--- config.mk ---
export PLATFORM = sky130hd
export DESIGN_NAME = video_timing_ctrl_flat
export DESIGN_NICKNAME = d
export VERILOG_FILES = /design/src/rtl/video_timing_ctrl_if.sv /design/src/rtl/video_timing_ctrl.sv /design/src/flat_wrapper.sv
export SDC_FILE = /design/constraint.sdc
export NUM_CORES = 1
export LEC_CHECK = 0
export CORE_ASPECT_RATIO = 0.8
export CORE_MARGIN = 1
export CORE_UTILIZATION = 53
export DETAILED_ROUTE_END_ITERATION = 12
export PLACE_DENSITY = 0.89
export SYNTH_ARGS = -nofsm -noshare
export SYNTH_HDL_FRONTEND = slang
export SYNTH_SLANG_ARGS = --single-unit
--- constraint.sdc ---
create_clock -name clk -period 5 [get_ports clk]
set_clock_uncertainty 0.05 [all_clocks]
set_input_delay 0.5 -clock clk [delete_from_list [all_inputs] [get_ports clk]]
set_output_delay 0.5 -clock clk [all_outputs]
set_load 0.01 [all_outputs]
--- src/rtl/video_timing_ctrl_if.sv ---
// Pixel-fetch and encoder-facing signal bundle for the raster sequencer.
// master = sequencer side, slave = pixel source / encoder / controller side.
interface video_timing_ctrl_if #(
    parameter int CNT_W = 11
);
    logic             enable;
    logic             pix_valid;
    logic [CNT_W-1:0] pix_x;
    logic [CNT_W-1:0] pix_y;
    logic [2:0]       pix_red;
    logic [2:0]       pix_green;
    logic [2:0]       pix_blue;
    logic             hsync;
    logic             vsync;
    logic             blank;
    logic [2:0]       red;
    logic [2:0]       green;
    logic [2:0]       blue;
    logic             frame_start;
    logic             line_start;
    logic             running;

    modport master (
        input  enable, pix_red, pix_green, pix_blue,
        output pix_valid, pix_x, pix_y,
        output hsync, vsync, blank, red, green, blue,
        output frame_start, line_start, running
    );

    modport slave (
        output enable, pix_red, pix_green, pix_blue,
        input  pix_valid, pix_x, pix_y,
        input  hsync, vsync, blank, red, green, blue,
        input  frame_start, line_start, running
    );
endinterface

--- src/rtl/video_timing_ctrl.sv ---
// Raster sequencer: programmable H/V timing, pixel fetch PREFETCH clks ahead, sync/blank delayed to meet colour.
// Latency: request to encoder output is PREFETCH clks. No backpressure; starts/stops only on frame boundaries.
module video_timing_ctrl #(
    parameter int H_ACTIVE  = 640,
    parameter int H_FP      = 16,
    parameter int H_SYNC    = 96,
    parameter int H_BP      = 48,
    parameter int V_ACTIVE  = 480,
    parameter int V_FP      = 10,
    parameter int V_SYNC    = 2,
    parameter int V_BP      = 33,
    parameter bit HSYNC_POL = 1'b0,
    parameter bit VSYNC_POL = 1'b0,
    parameter int PREFETCH  = 2,
    parameter int CNT_W     = 11
) (
    input  logic                 clk,
    input  logic                 reset,
    video_timing_ctrl_if.master  vt
);
    localparam int H_TOTAL = H_ACTIVE + H_FP + H_SYNC + H_BP;
    localparam int V_TOTAL = V_ACTIVE + V_FP + V_SYNC + V_BP;

    localparam logic [CNT_W-1:0] H_LAST   = CNT_W'(H_TOTAL - 1);
    localparam logic [CNT_W-1:0] V_LAST   = CNT_W'(V_TOTAL - 1);
    localparam logic [CNT_W-1:0] H_ACT    = CNT_W'(H_ACTIVE);
    localparam logic [CNT_W-1:0] V_ACT    = CNT_W'(V_ACTIVE);
    localparam logic [CNT_W-1:0] HS_BEG   = CNT_W'(H_ACTIVE + H_FP);
    localparam logic [CNT_W-1:0] HS_END   = CNT_W'(H_ACTIVE + H_FP + H_SYNC);
    localparam logic [CNT_W-1:0] VS_BEG   = CNT_W'(V_ACTIVE + V_FP);
    localparam logic [CNT_W-1:0] VS_END   = CNT_W'(V_ACTIVE + V_FP + V_SYNC);

    typedef enum logic [1:0] {
        IDLE  = 2'd0,
        RUN   = 2'd1,
        DRAIN = 2'd2
    } state_t;

    typedef struct packed {
        logic hsync;
        logic vsync;
        logic blank;
        logic frame_start;
        logic line_start;
    } ctl_t;

    localparam ctl_t CTL_IDLE = '{
        hsync:       ~HSYNC_POL,
        vsync:       ~VSYNC_POL,
        blank:       1'b1,
        frame_start: 1'b0,
        line_start:  1'b0
    };

    state_t           state;
    logic             run_q;
    logic [CNT_W-1:0] h_cnt;
    logic [CNT_W-1:0] v_cnt;
    logic             h_last;
    logic             v_last;
    logic             active;
    ctl_t             ctl_dec;
    ctl_t             ctl_q [PREFETCH];
    logic [8:0]       col_q;

    assign h_last = (h_cnt == H_LAST);
    assign v_last = (v_cnt == V_LAST);
    assign active = run_q && (h_cnt < H_ACT) && (v_cnt < V_ACT);

    always_ff @(posedge clk or posedge reset) begin
        if (reset) begin
            state <= IDLE;
            run_q <= 1'b0;
            h_cnt <= '0;
            v_cnt <= '0;
        end else begin
            case (state)
                IDLE: begin
                    h_cnt <= '0;
                    v_cnt <= '0;
                    if (vt.enable) begin
                        state <= RUN;
                        run_q <= 1'b1;
                    end
                end
                default: begin
                    if (h_last) begin
                        h_cnt <= '0;
                        v_cnt <= v_last ? '0 : v_cnt + 1'b1;
                    end else begin
                        h_cnt <= h_cnt + 1'b1;
                    end
                    // Leaving DRAIN early keeps the counters untouched, so re-enable is seamless.
                    if (state == RUN) begin
                        if (!vt.enable) state <= DRAIN;
                    end else if (vt.enable) begin
                        state <= RUN;
                    end else if (h_last && v_last) begin
                        state <= IDLE;
                        run_q <= 1'b0;
                    end
                end
            endcase
        end
    end

    assign vt.pix_valid = active;
    assign vt.pix_x     = active ? h_cnt : '0;
    assign vt.pix_y     = active ? v_cnt : '0;
    assign vt.running   = run_q;

    always_comb begin
        ctl_dec = CTL_IDLE;
        if (run_q) begin
            ctl_dec.hsync       = (h_cnt >= HS_BEG && h_cnt < HS_END) ? HSYNC_POL : ~HSYNC_POL;
            ctl_dec.vsync       = (v_cnt >= VS_BEG && v_cnt < VS_END) ? VSYNC_POL : ~VSYNC_POL;
            ctl_dec.blank       = ~active;
            ctl_dec.frame_start = (h_cnt == '0) && (v_cnt == '0);
            ctl_dec.line_start  = (h_cnt == '0) && (v_cnt < V_ACT);
        end
    end

    // Control stages keep shifting in IDLE so the tail of the last frame flushes out.
    always_ff @(posedge clk or posedge reset) begin
        if (reset) begin
            for (int i = 0; i < PREFETCH; i++) ctl_q[i] <= CTL_IDLE;
            col_q <= '0;
        end else begin
            ctl_q[0] <= ctl_dec;
            for (int i = 1; i < PREFETCH; i++) ctl_q[i] <= ctl_q[i-1];
            col_q <= {vt.pix_red, vt.pix_green, vt.pix_blue};
        end
    end

    assign vt.hsync       = ctl_q[PREFETCH-1].hsync;
    assign vt.vsync       = ctl_q[PREFETCH-1].vsync;
    assign vt.blank       = ctl_q[PREFETCH-1].blank;
    assign vt.frame_start = ctl_q[PREFETCH-1].frame_start;
    assign vt.line_start  = ctl_q[PREFETCH-1].line_start;
    assign vt.red         = ctl_q[PREFETCH-1].blank ? 3'b000 : col_q[8:6];
    assign vt.green       = ctl_q[PREFETCH-1].blank ? 3'b000 : col_q[5:3];
    assign vt.blue        = ctl_q[PREFETCH-1].blank ? 3'b000 : col_q[2:0];
endmodule

--- src/flat_wrapper.sv ---
// flat-port wrapper written by rule: the top's interface ports become plain ports
module video_timing_ctrl_flat 
#(
    parameter int H_ACTIVE  = 640,
    parameter int H_FP      = 16,
    parameter int H_SYNC    = 96,
    parameter int H_BP      = 48,
    parameter int V_ACTIVE  = 480,
    parameter int V_FP      = 10,
    parameter int V_SYNC    = 2,
    parameter int V_BP      = 33,
    parameter bit HSYNC_POL = 1'b0,
    parameter bit VSYNC_POL = 1'b0,
    parameter int PREFETCH  = 2,
    parameter int CNT_W     = 11
)
  (clk, reset, vt_enable, vt_pix_red, vt_pix_green, vt_pix_blue, vt_pix_valid, vt_pix_x, vt_pix_y, vt_hsync, vt_vsync, vt_blank, vt_red, vt_green, vt_blue, vt_frame_start, vt_line_start, vt_running);
  video_timing_ctrl_if #(.CNT_W(CNT_W)) vt_i ();
  input  logic clk;
  input  logic reset;
  input wire logic [$bits(vt_i.enable)-1:0] vt_enable;
  input wire logic [$bits(vt_i.pix_red)-1:0] vt_pix_red;
  input wire logic [$bits(vt_i.pix_green)-1:0] vt_pix_green;
  input wire logic [$bits(vt_i.pix_blue)-1:0] vt_pix_blue;
  output wire logic [$bits(vt_i.pix_valid)-1:0] vt_pix_valid;
  output wire logic [$bits(vt_i.pix_x)-1:0] vt_pix_x;
  output wire logic [$bits(vt_i.pix_y)-1:0] vt_pix_y;
  output wire logic [$bits(vt_i.hsync)-1:0] vt_hsync;
  output wire logic [$bits(vt_i.vsync)-1:0] vt_vsync;
  output wire logic [$bits(vt_i.blank)-1:0] vt_blank;
  output wire logic [$bits(vt_i.red)-1:0] vt_red;
  output wire logic [$bits(vt_i.green)-1:0] vt_green;
  output wire logic [$bits(vt_i.blue)-1:0] vt_blue;
  output wire logic [$bits(vt_i.frame_start)-1:0] vt_frame_start;
  output wire logic [$bits(vt_i.line_start)-1:0] vt_line_start;
  output wire logic [$bits(vt_i.running)-1:0] vt_running;
  assign vt_i.enable = vt_enable;
  assign vt_i.pix_red = vt_pix_red;
  assign vt_i.pix_green = vt_pix_green;
  assign vt_i.pix_blue = vt_pix_blue;
  assign vt_pix_valid = vt_i.pix_valid;
  assign vt_pix_x = vt_i.pix_x;
  assign vt_pix_y = vt_i.pix_y;
  assign vt_hsync = vt_i.hsync;
  assign vt_vsync = vt_i.vsync;
  assign vt_blank = vt_i.blank;
  assign vt_red = vt_i.red;
  assign vt_green = vt_i.green;
  assign vt_blue = vt_i.blue;
  assign vt_frame_start = vt_i.frame_start;
  assign vt_line_start = vt_i.line_start;
  assign vt_running = vt_i.running;
  video_timing_ctrl #(.H_ACTIVE(H_ACTIVE), .H_FP(H_FP), .H_SYNC(H_SYNC), .H_BP(H_BP), .V_ACTIVE(V_ACTIVE), .V_FP(V_FP), .V_SYNC(V_SYNC), .V_BP(V_BP), .HSYNC_POL(HSYNC_POL), .VSYNC_POL(VSYNC_POL), .PREFETCH(PREFETCH), .CNT_W(CNT_W)) u_core (.clk(clk), .reset(reset), .vt(vt_i));
endmodule
**After elaboration in Yosys (flattened, before gate mapping)**

Cells that the tools add are included.
Widths: inputs -> output; s select.

- $add $sub $neg: 2
- $mul: 0
- Div/mod/pow operators: 0
- $lt $le $gt $ge: 6
- Equal/unequal tests: 7
- Shift operators: 0
- Mux-type cells: 24
- Bitwise logic cells: 1
- Reductions and logical operators: 14

Operators with widths:

| operator | count |
|---|---|
| $mux 11 | 7 |
| $add 11x1->11 const B | 2 |
| $eq 11x10->1 const B | 2 |
| $logic_not 11->1 | 2 |
| $lt 11x10->1 const B | 2 |
| $lt 11x9->1 const B | 2 |
| $mux 2 | 6 |
| $ge 11x10->1 const B | 1 |
| $ge 11x9->1 const B | 1 |
| $mux 3 | 3 |
| $logic_and 1x1->1 | 7 |
| $mux 1 | 7 |
| $mux 5 | 1 |
| $ne 2x2->1 const B | 2 |
| $reduce_and 4->1 | 1 |
| $ne 3x3->1 const B | 1 |
| $reduce_and 3->1 | 1 |
| $reduce_bool 3->1 | 1 |
| $eq 2x1->1 const B | 1 |
| $logic_not 2->1 | 1 |
| $ne 2x1->1 const B | 1 |
| $reduce_bool 2->1 | 1 |
| $not 1->1 | 1 |

- Register bits: 44
- Bits in latches: 0
- RAM bits: 0
- Bits in read-only memories: 0
- Input bits: 12
- Output and inout bits: 38
- Memories: 0

**Logic depth before layout (Yosys ltp)**

Gate-level depths: netlist (run 1).

- Word-level depth: 6
- Depth in mapped cells: 6
- Gate-level depth less buffers: 6

**Worst setup path after synthesis (run 1)**

Ideal clock, no wire load.

- Path type: reg2out
- From: reg u_core.v_cnt[5]
- To: out vt_pix_x[2]
- Data arrival time: 1.545 ns
- Data required time: 4.450 ns
- Path slack: 2.905 ns
- Stages on the path, launching flop included: 5
- Buffers on the path: 1
- Cell sequence: dfrtp_1 and4_1 nor4b_1 clkbuf_1 and2_1

- Longest elaborated chain between the ends: 3

RTL lines:

| element | RTL line | RTL |
|---|---|---|
| start, declared | video_timing_ctrl.sv:58 | `logic [CNT_W-1:0] v_cnt;` |
| start signal, assigned | video_timing_ctrl.sv:89 | `v_cnt <= v_last ? '0 : v_cnt + 1'b1;` |
| $lt 11x9->1 | video_timing_ctrl.sv:68 | `assign active = run_q && (h_cnt < H_ACT) && (v_cnt < V_ACT);` |
| $logic_and 1x1->1 | video_timing_ctrl.sv:68 |  |
| net vt_pix_valid | flat_wrapper.sv:25 | `output wire logic [$bits(vt_i.pix_valid)-1:0] vt_pix_valid;` |
| $mux 11 | video_timing_ctrl.sv:108 | `assign vt.pix_x = active ? h_cnt : '0;` |
| end, declared | flat_wrapper.sv:26 | `output wire logic [$bits(vt_i.pix_x)-1:0] vt_pix_x;` |

The timed path passes the listed nets, and every way through them passes these cells.

**Worst setup path after layout (run 1)**

- From: reg u_core.v_cnt[5]
- To: out vt_pix_x[4]

- Longest elaborated chain between the ends: 3

RTL lines:

| element | RTL line |
|---|---|
| $lt 11x9->1 | video_timing_ctrl.sv:68 |
| $logic_and 1x1->1 | video_timing_ctrl.sv:68 |
| $mux 11 | video_timing_ctrl.sv:108 |

Every way passes these cells.

==> results of run 1 <==
-- area by class of cell --
type / instances / share of cell area (%)
Sequential cell: 44 / 40.5
Multi-Input combinational cell: 151 / 34.0
Timing Repair Buffer: 48 / 17.4
Clock buffer: 6 / 3.02
Tap cell: 55 / 2.51
Clock inverter: 2 / 1.42
Inverter: 9 / 1.23
-- synthesized netlist by cell type (2+ instances only) --
cell,instances,share of area (%)
or4_1,2,0.71
nand4_1,5,1.5
nor4b_1,3,1.2
nand3_1,11,2.6
xor2_1,2,0.83
nor2_1,21,3.7
o31ai_1,3,1.1
dfrtp_1,38,45
clkbuf_1,5,0.89
inv_1,9,1.6
and3_1,4,1.2
nand2_1,13,2.3
nor3_1,4,0.95
a21oi_1,11,2.6
nor2b_1,9,2.7
xnor2_1,7,2.9
buf_4,3,1.1
dfstp_2,6,7.4
or3_1,6,1.8
o21ai_0,7,1.7
ha_1,4,2.4
and2_1,22,6.5
-- worst reg2reg max path, cell delays in order (launching register included) --
cell and delay, ns:
dfrtp_1 0.43, inv_1 0.13, ha_1 0.17, nor4b_1 0.37
nand3_1 0.30, o21ai_2 0.46, a21oi_1 0.10
-- registers in the layout, indices dropped and copies added, names as in the netlist, 2 cells and up --
signal,count
u_core.col_q,9
u_core.ctl_q,5
u_core.h_cnt,11
u_core.v_cnt,11
u_core.state,2
-- logic make-up after synthesis --
| kind of cell | count (synthesis) |
|---|---|
| flip-flops | 44 |
| AND/OR/NAND/NOR | 107 |
| AO/OA/AOI/OAI | 27 |
| buffers and inverters | 19 |
| adder cells (fa/ha/maj) | 4 |
| XOR/XNOR | 9 |
| multiplexers | 1 |
| other | 1 |
-- placed cells by master (no fill, tap or decap), types with 3 or more instances in the layout --
cell type        instances
clkdlybuf4s50_1         46
dfrtp_1                 38
and2_1                  22
nor2_1                  21
nand2_1                 13
nand3_1                 11
a21oi_1                 11
inv_1                    9
nor2b_1                  9
o21ai_0                  7
xnor2_1                  7
or3_1                    6
clkbuf_8                 6
dfstp_2                  6
nand4_1                  5
and3_1                   4
nor3_1                   4
ha_1                     4
o31ai_1                  3
conb_1                   3
-- report_power, final --
group / internal, mW / total (mW) / leakage (nW) / switching (mW)
clock: 0.163 / 0.284 / 0.0614 / 0.120
combinational: 0.0905 / 0.172 / 0.518 / 0.0817
sequential: 0.391 / 0.427 / 0.560 / 0.0362
total: 0.644 / 0.883 / 1.14 / 0.238
-- routing by layer --
layer,track usage (%),up-vias
li1,-,811
met1,30.6,776
met2,35.5,72
met3,5.82,5
met4,5.60,0
met5,0,-
-- path summary, 6_finish.rpt --
| kind | endpoint | slack, ns | cells after the start |
|---|---|---|---|
| min in group asynchronous | u_core.v_cnt[2]$_DFFE_PP0P_ | 0.59 | 3 |
| worst max register to register | u_core.v_cnt[5]$_DFFE_PP0P_ | 2.86 | 6 |
| max in group asynchronous | u_core.ctl_q[9]$_DFF_PP1_ | 3.92 | 3 |
| worst min register to register | u_core.vt.frame_start$_DFF_PP0_ | 0.30 | 0 |
| worst max-delay path | vt_pix_x[4] | 1.69 | 5 |
| worst min-delay path | u_core.vt.frame_start$_DFF_PP0_ | 0.30 | 0 |
==> results.cfg, run 1 <==
[sta]
period_share_pct = 66.2
fmax_mhz = 302
final.min_clock_period_ns = 3.31
tightest_slew_ns = 0.790
hold_viol = 0
tns_ns = 0
fin_ws_ns = 1.69
setup_violations = 0
relSlewSlack_pct = 47.2
drv_slew = 0
timing.hold.ws_ns = 0.305
rsz0062_at_grt = false

[power]
power_density_nw_per_um2 = 322
irDropWorstVdd_uv = 190
leakagePower_nw = 1.14
power_mw = 0.883

[critical_path]
slowest_delay_ns = 0.72
path_class = reg -> out
crit_family = simple AND/OR/NAND/NOR gates
crit_buf_inv = 2
required_ns = 4.45
critPathCaptureType = output port
worst_ep_arrival_time_ns = 2.76
crit_fanout = 12
cp_slowest_cell = nor4b_2
reg2reg_from = u_core.v_cnt[1]$_DFFE_PP0P_
critPathLaunch = u_core.v_cnt[5]$_DFFE_PP0P_
worstPathCellList = and4_1 -> nor4b_2 -> buf_4 -> and2_1 -> clkdlybuf4s50_1
startpoint_type = register

[clocking]
clk_latency_ns = 0.29
clk_path_buf_depth = 2
cts_setup_buffers = 0
cts-root-buf = clkbuf_8
cts_inserted_buffers = 5
cts_sinks = 44
cts_hold_buf = 0
htreeDepth = 2
cts_tree = built
cts_resized = 0
cts.clk_slew.worst_paths_ns = 0.08

[logic_synthesis]
ys_ff_latch = 44
syn_area_sq_um = 2120
synth_xor_area_share_pct = 3.72
synthFlopType = dfrtp_1
synth_top_family_by_area = simple AND/OR/NAND/NOR gates
synth_cells = 212
synth_compound_area_share_pct = 8.51
synth_edf_count = 0
synth_simple_gate_area_share_pct = 28.1
muxShareOfSynthArea_pct = 0.473
async_flop_share_pct = 100
synth_warnings = 0
yosys.area_share.adder_pct = 2.36
ys_seq_area_share_pct = 52.4
yosysUniqueCellTypes = 39
synth_area_per_cell_sq_um = 9.99

[drt]
final_antenna_net_count = 0
viasPerCell = 5.28
wl_met1_um = 2110
drc = 0
wl_um = 4340
top_layer = met4
first_pass_iters = 4
drt_iter0_drc = 109
dr_wl_met3_um = 354
wl_per_cell_um = 13.8
wl_met2_um = 1840
route.vias.total = 1664

[finish]
instances_no_fill = 315
fillers = 304
final_area_sq_um = 2740
multi_input_area_sq_um = 931
fin_nets = 275
area_delta_synth_final_pct = 29.4
drive_gt1_share_pct = 8.08
final_util_pct = 72.0
seq_area_sq_um = 1110
insertedDiodeCount = 0

[placed_design]
dpl_cell_area_sq_um = 2620
dp_hpwl_um = 3040
portBuffers = 46
place_worst_setup_slack_ns = 2.07
post-place-cells = 307
place.gp.congestion = 0.879

[floorplanning]
rows = 20
die_x_um = 72.7
ioPinCount = 50
start_util_pct = 55.7
fp.coreArea_sq_um = 3800
die_area_sq_um = 4250
die_y_um = 58.5

[grt]
grt_pass1_vias = 1576
globalRouteOverflowTotal = 0
antenna_found_initial = 0
grtUsageTotal_pct = 22.2
grt_max_degree = 45
grt_pass1_wl_um = 7200

[status]
status = complete, no violations

[hold_path]
hold_class = reg -> reg
worstHoldStart = u_core.ctl_q[6]$_DFF_PP0_

[flow_run]
cap_violations = 0
No activity file was read; power rests on OpenSTA's default activity.
==> run 2: changes to the inputs <==
--- a/config.mk
+++ b/config.mk
@@ -7,9 +7,9 @@
 export LEC_CHECK = 0
 export CORE_ASPECT_RATIO = 0.8
 export CORE_MARGIN = 1
-export CORE_UTILIZATION = 53
+export CORE_UTILIZATION = 44
 export DETAILED_ROUTE_END_ITERATION = 12
-export PLACE_DENSITY = 0.89
+export PLACE_DENSITY = 0.8
 export SYNTH_ARGS = -nofsm -noshare
 export SYNTH_HDL_FRONTEND = slang
 export SYNTH_SLANG_ARGS = --single-unit
==> constraint.sdc (replaced) <==
create_clock -name clk -period 2.7 [get_ports clk]
set_clock_uncertainty 0.05 [all_clocks]
set_input_delay 0.27 -clock clk [delete_from_list [all_inputs] [get_ports clk]]
set_output_delay 0.27 -clock clk [all_outputs]
set_load 0.01 [all_outputs]
==> run 2 against run 1 <==
Compared with the run above:
- critical path depth stayed put
- first-iteration DRC count is 4.6% lower
- die area is 20% higher
- critical endpoint is now vt_pix_x[1]
- flip-flop and latch count stayed put
- highest routed layer unchanged
- sequential power is 85% higher
- register-to-register slack worse by 2.3 ns
- global-route usage is 3.6 points lower
- power is 76% higher
- final area is 0.37% lower
- via count is 0.42% higher
- worst hold slack worse by 0.00055 ns
- wire length is 1.6% lower
==> results.cfg, run 2 (same netlist as run 1, synthesis figures left out) <==
[status]
status = complete, no violations

[placed_design]
dp_hpwl_um = 3060
portBuffers = 46
place.gp.congestion = 0.860
place_worst_setup_slack_ns = 0.475

[grt]
globalRouteOverflowTotal = 0
antenna_found_initial = 0
grt_pass1_vias = 1525
grt_pass1_wl_um = 7200
grtUsageTotal_pct = 18.7
grt_max_degree = 45

[power]
power_density_nw_per_um2 = 569
power_frac_comb_pct = 20.8
internal-power_mw = 1.10
share_seq_of_total_power_pct = 50.7
leakagePower_nw = 1.13
p_clk_share_pct = 28.4
p_sw_share_pct = 29.0
power_mw = 1.55
irDropWorstVdd_uv = 285
p_switching_mw = 0.450

[flow_run]
cap_violations = 0

[sta]
relSlewSlack_pct = 64.2
tightest_slew_ns = 0.537
rsz0062_at_grt = false
setup_violations = 0
period_share_pct = 95.3
hold_viol = 0
drv_slew = 0
fin_ws_ns = 0.126
tns_ns = 0
fmax_mhz = 388
final.min_clock_period_ns = 2.57

[floorplanning]
die_x_um = 79.6
die_y_um = 64.0
start_util_pct = 46.1
fp.coreArea_sq_um = 4600
die_area_sq_um = 5090
rows = 22
ioPinCount = 50

[drt]
wl_um = 4270
route.vias.total = 1671
first_pass_iters = 4
final_antenna_net_count = 0
drt_iter0_drc = 104
drc = 0
viasPerCell = 5.21
wl_per_cell_um = 13.3

[clocking]
htreeDepth = 2
cts_sinks = 44
cts_setup_buffers = 0
clk_latency_ns = 0.30
cts_inserted_buffers = 5
clk_path_buf_depth = 2
cts_hold_buf = 0
cts_resized = 0
cts_tree = built
cts.clk_slew.worst_paths_ns = 0.09
cts-root-buf = clkbuf_8

[finish]
final_common_cell = clkdlybuf4s50_1
drive_gt1_share_pct = 8.43
insertedDiodeCount = 0
fin_nets = 276
final_cell_mix = clkdlybuf4s50_1 (46), dfrtp_1 (38), and2_1 (22), nor2_1 (21), nand2_1 (13)
final_util_pct = 59.4
area_delta_synth_final_pct = 28.9
biggestRegsByFlops = u_core.h_cnt: 11 flops, u_core.v_cnt: 11 flops, u_core.col_q: 9 flops

[critical_path]
worst_ep_arrival_time_ns = 2.25
critPathCaptureType = output port
required_ns = 2.38
crit_fanout = 11
path_class = reg -> out
startpoint_type = register

[hold_path]
hold_class = reg -> reg
## run 2: changes by cell type in the layout (fill, tap and decap cells not counted), sizes merged
cell      before  now
bufinv         1    0
clkinv         1    0
buf            2    3
clkinvlp       0    2
## run 2: critical path: stages (launching register included)
cell and delay, ns:
dfrtp_1 0.45, and4_1 0.29, nor4b_2 0.31, buf_4 0.21, and2_1 0.15, clkdlybuf4s50_1 0.54
## run 2: through the flow
stage | cell area, sq um | cells | hold WS [ns]
after floorplan | 2120 | 214 | 0.251
after global placement | 2630 | 313 | 0.282
after detailed placement | 2630 | 313 | 0.286
after CTS | 2730 | 321 | 0.305
after global routing | 2730 | 321 | 0.316
final | 2730 | 321 | 0.304
## run 2: cell type report
type,count,area (sq um)
clock buffers,6,82.6
clock inverters,2,15.0
fillers,404,1870
inverters,9,33.8
multi-input cells,151,931
flip-flops and latches,44,1110
well taps,60,75.1
repair buffers,49,483
## run 2: path summary, 6_finish.rpt
path / start / endpoint / slack, ns / cells after the start
min: u_core.ctl_q[6]$_DFF_PP0_ / u_core.vt.frame_start$_DFF_PP0_ / 0.30 / 0
max: u_core.v_cnt[5]$_DFFE_PP0P_ / vt_pix_x[1] / 0.13 / 5
min reg2reg: u_core.ctl_q[6]$_DFF_PP0_ / u_core.vt.frame_start$_DFF_PP0_ / 0.30 / 0
min in group asynchronous: reset / u_core.ctl_q[5]$_DFF_PP0_ / 0.35 / 3
max in group asynchronous: reset / u_core.vt.blank$_DFF_PP1_ / 1.87 / 3
max reg2reg: u_core.h_cnt[0]$_DFF_PP0_ / u_core.v_cnt[9]$_DFFE_PP0P_ / 0.56 / 5
## run 2: per-layer routing
metal | vias to the layer above | wire (um) | track usage, % | part of all wire (%)
met5 | - | 0 | 0 | 0
met4 | 0 | 65 | 7.05 | 1.5
met3 | 7 | 372 | 4.86 | 8.7
met2 | 69 | 1760 | 27.5 | 41
met1 | 781 | 2070 | 26.3 | 48
li1 | 814 | - | - | -
## run 2: power by group through the flow
stage	combinational [mW]	sequential, mW	clock (mW)
6_report	0.324	0.788	0.442
5_1_grt	0.359	0.799	0.477
4_1_cts	0.328	0.789	0.452
3_5_place_dp	0.326	0.802	0
3_3_place_gp	0.319	0.800	0
2_1_floorplan	0.168	0.789	0
==> run 3: changes to the inputs <==
--- a/config.mk
+++ b/config.mk
@@ -6,7 +6,6 @@
 export NUM_CORES = 1
 export LEC_CHECK = 0
 export CORE_ASPECT_RATIO = 0.8
-export CORE_MARGIN = 1
 export CORE_UTILIZATION = 44
 export DETAILED_ROUTE_END_ITERATION = 12
 export PLACE_DENSITY = 0.8
==> results of run 3 <==
The final DEF is identical to that of run 2; final timing and power are the same.
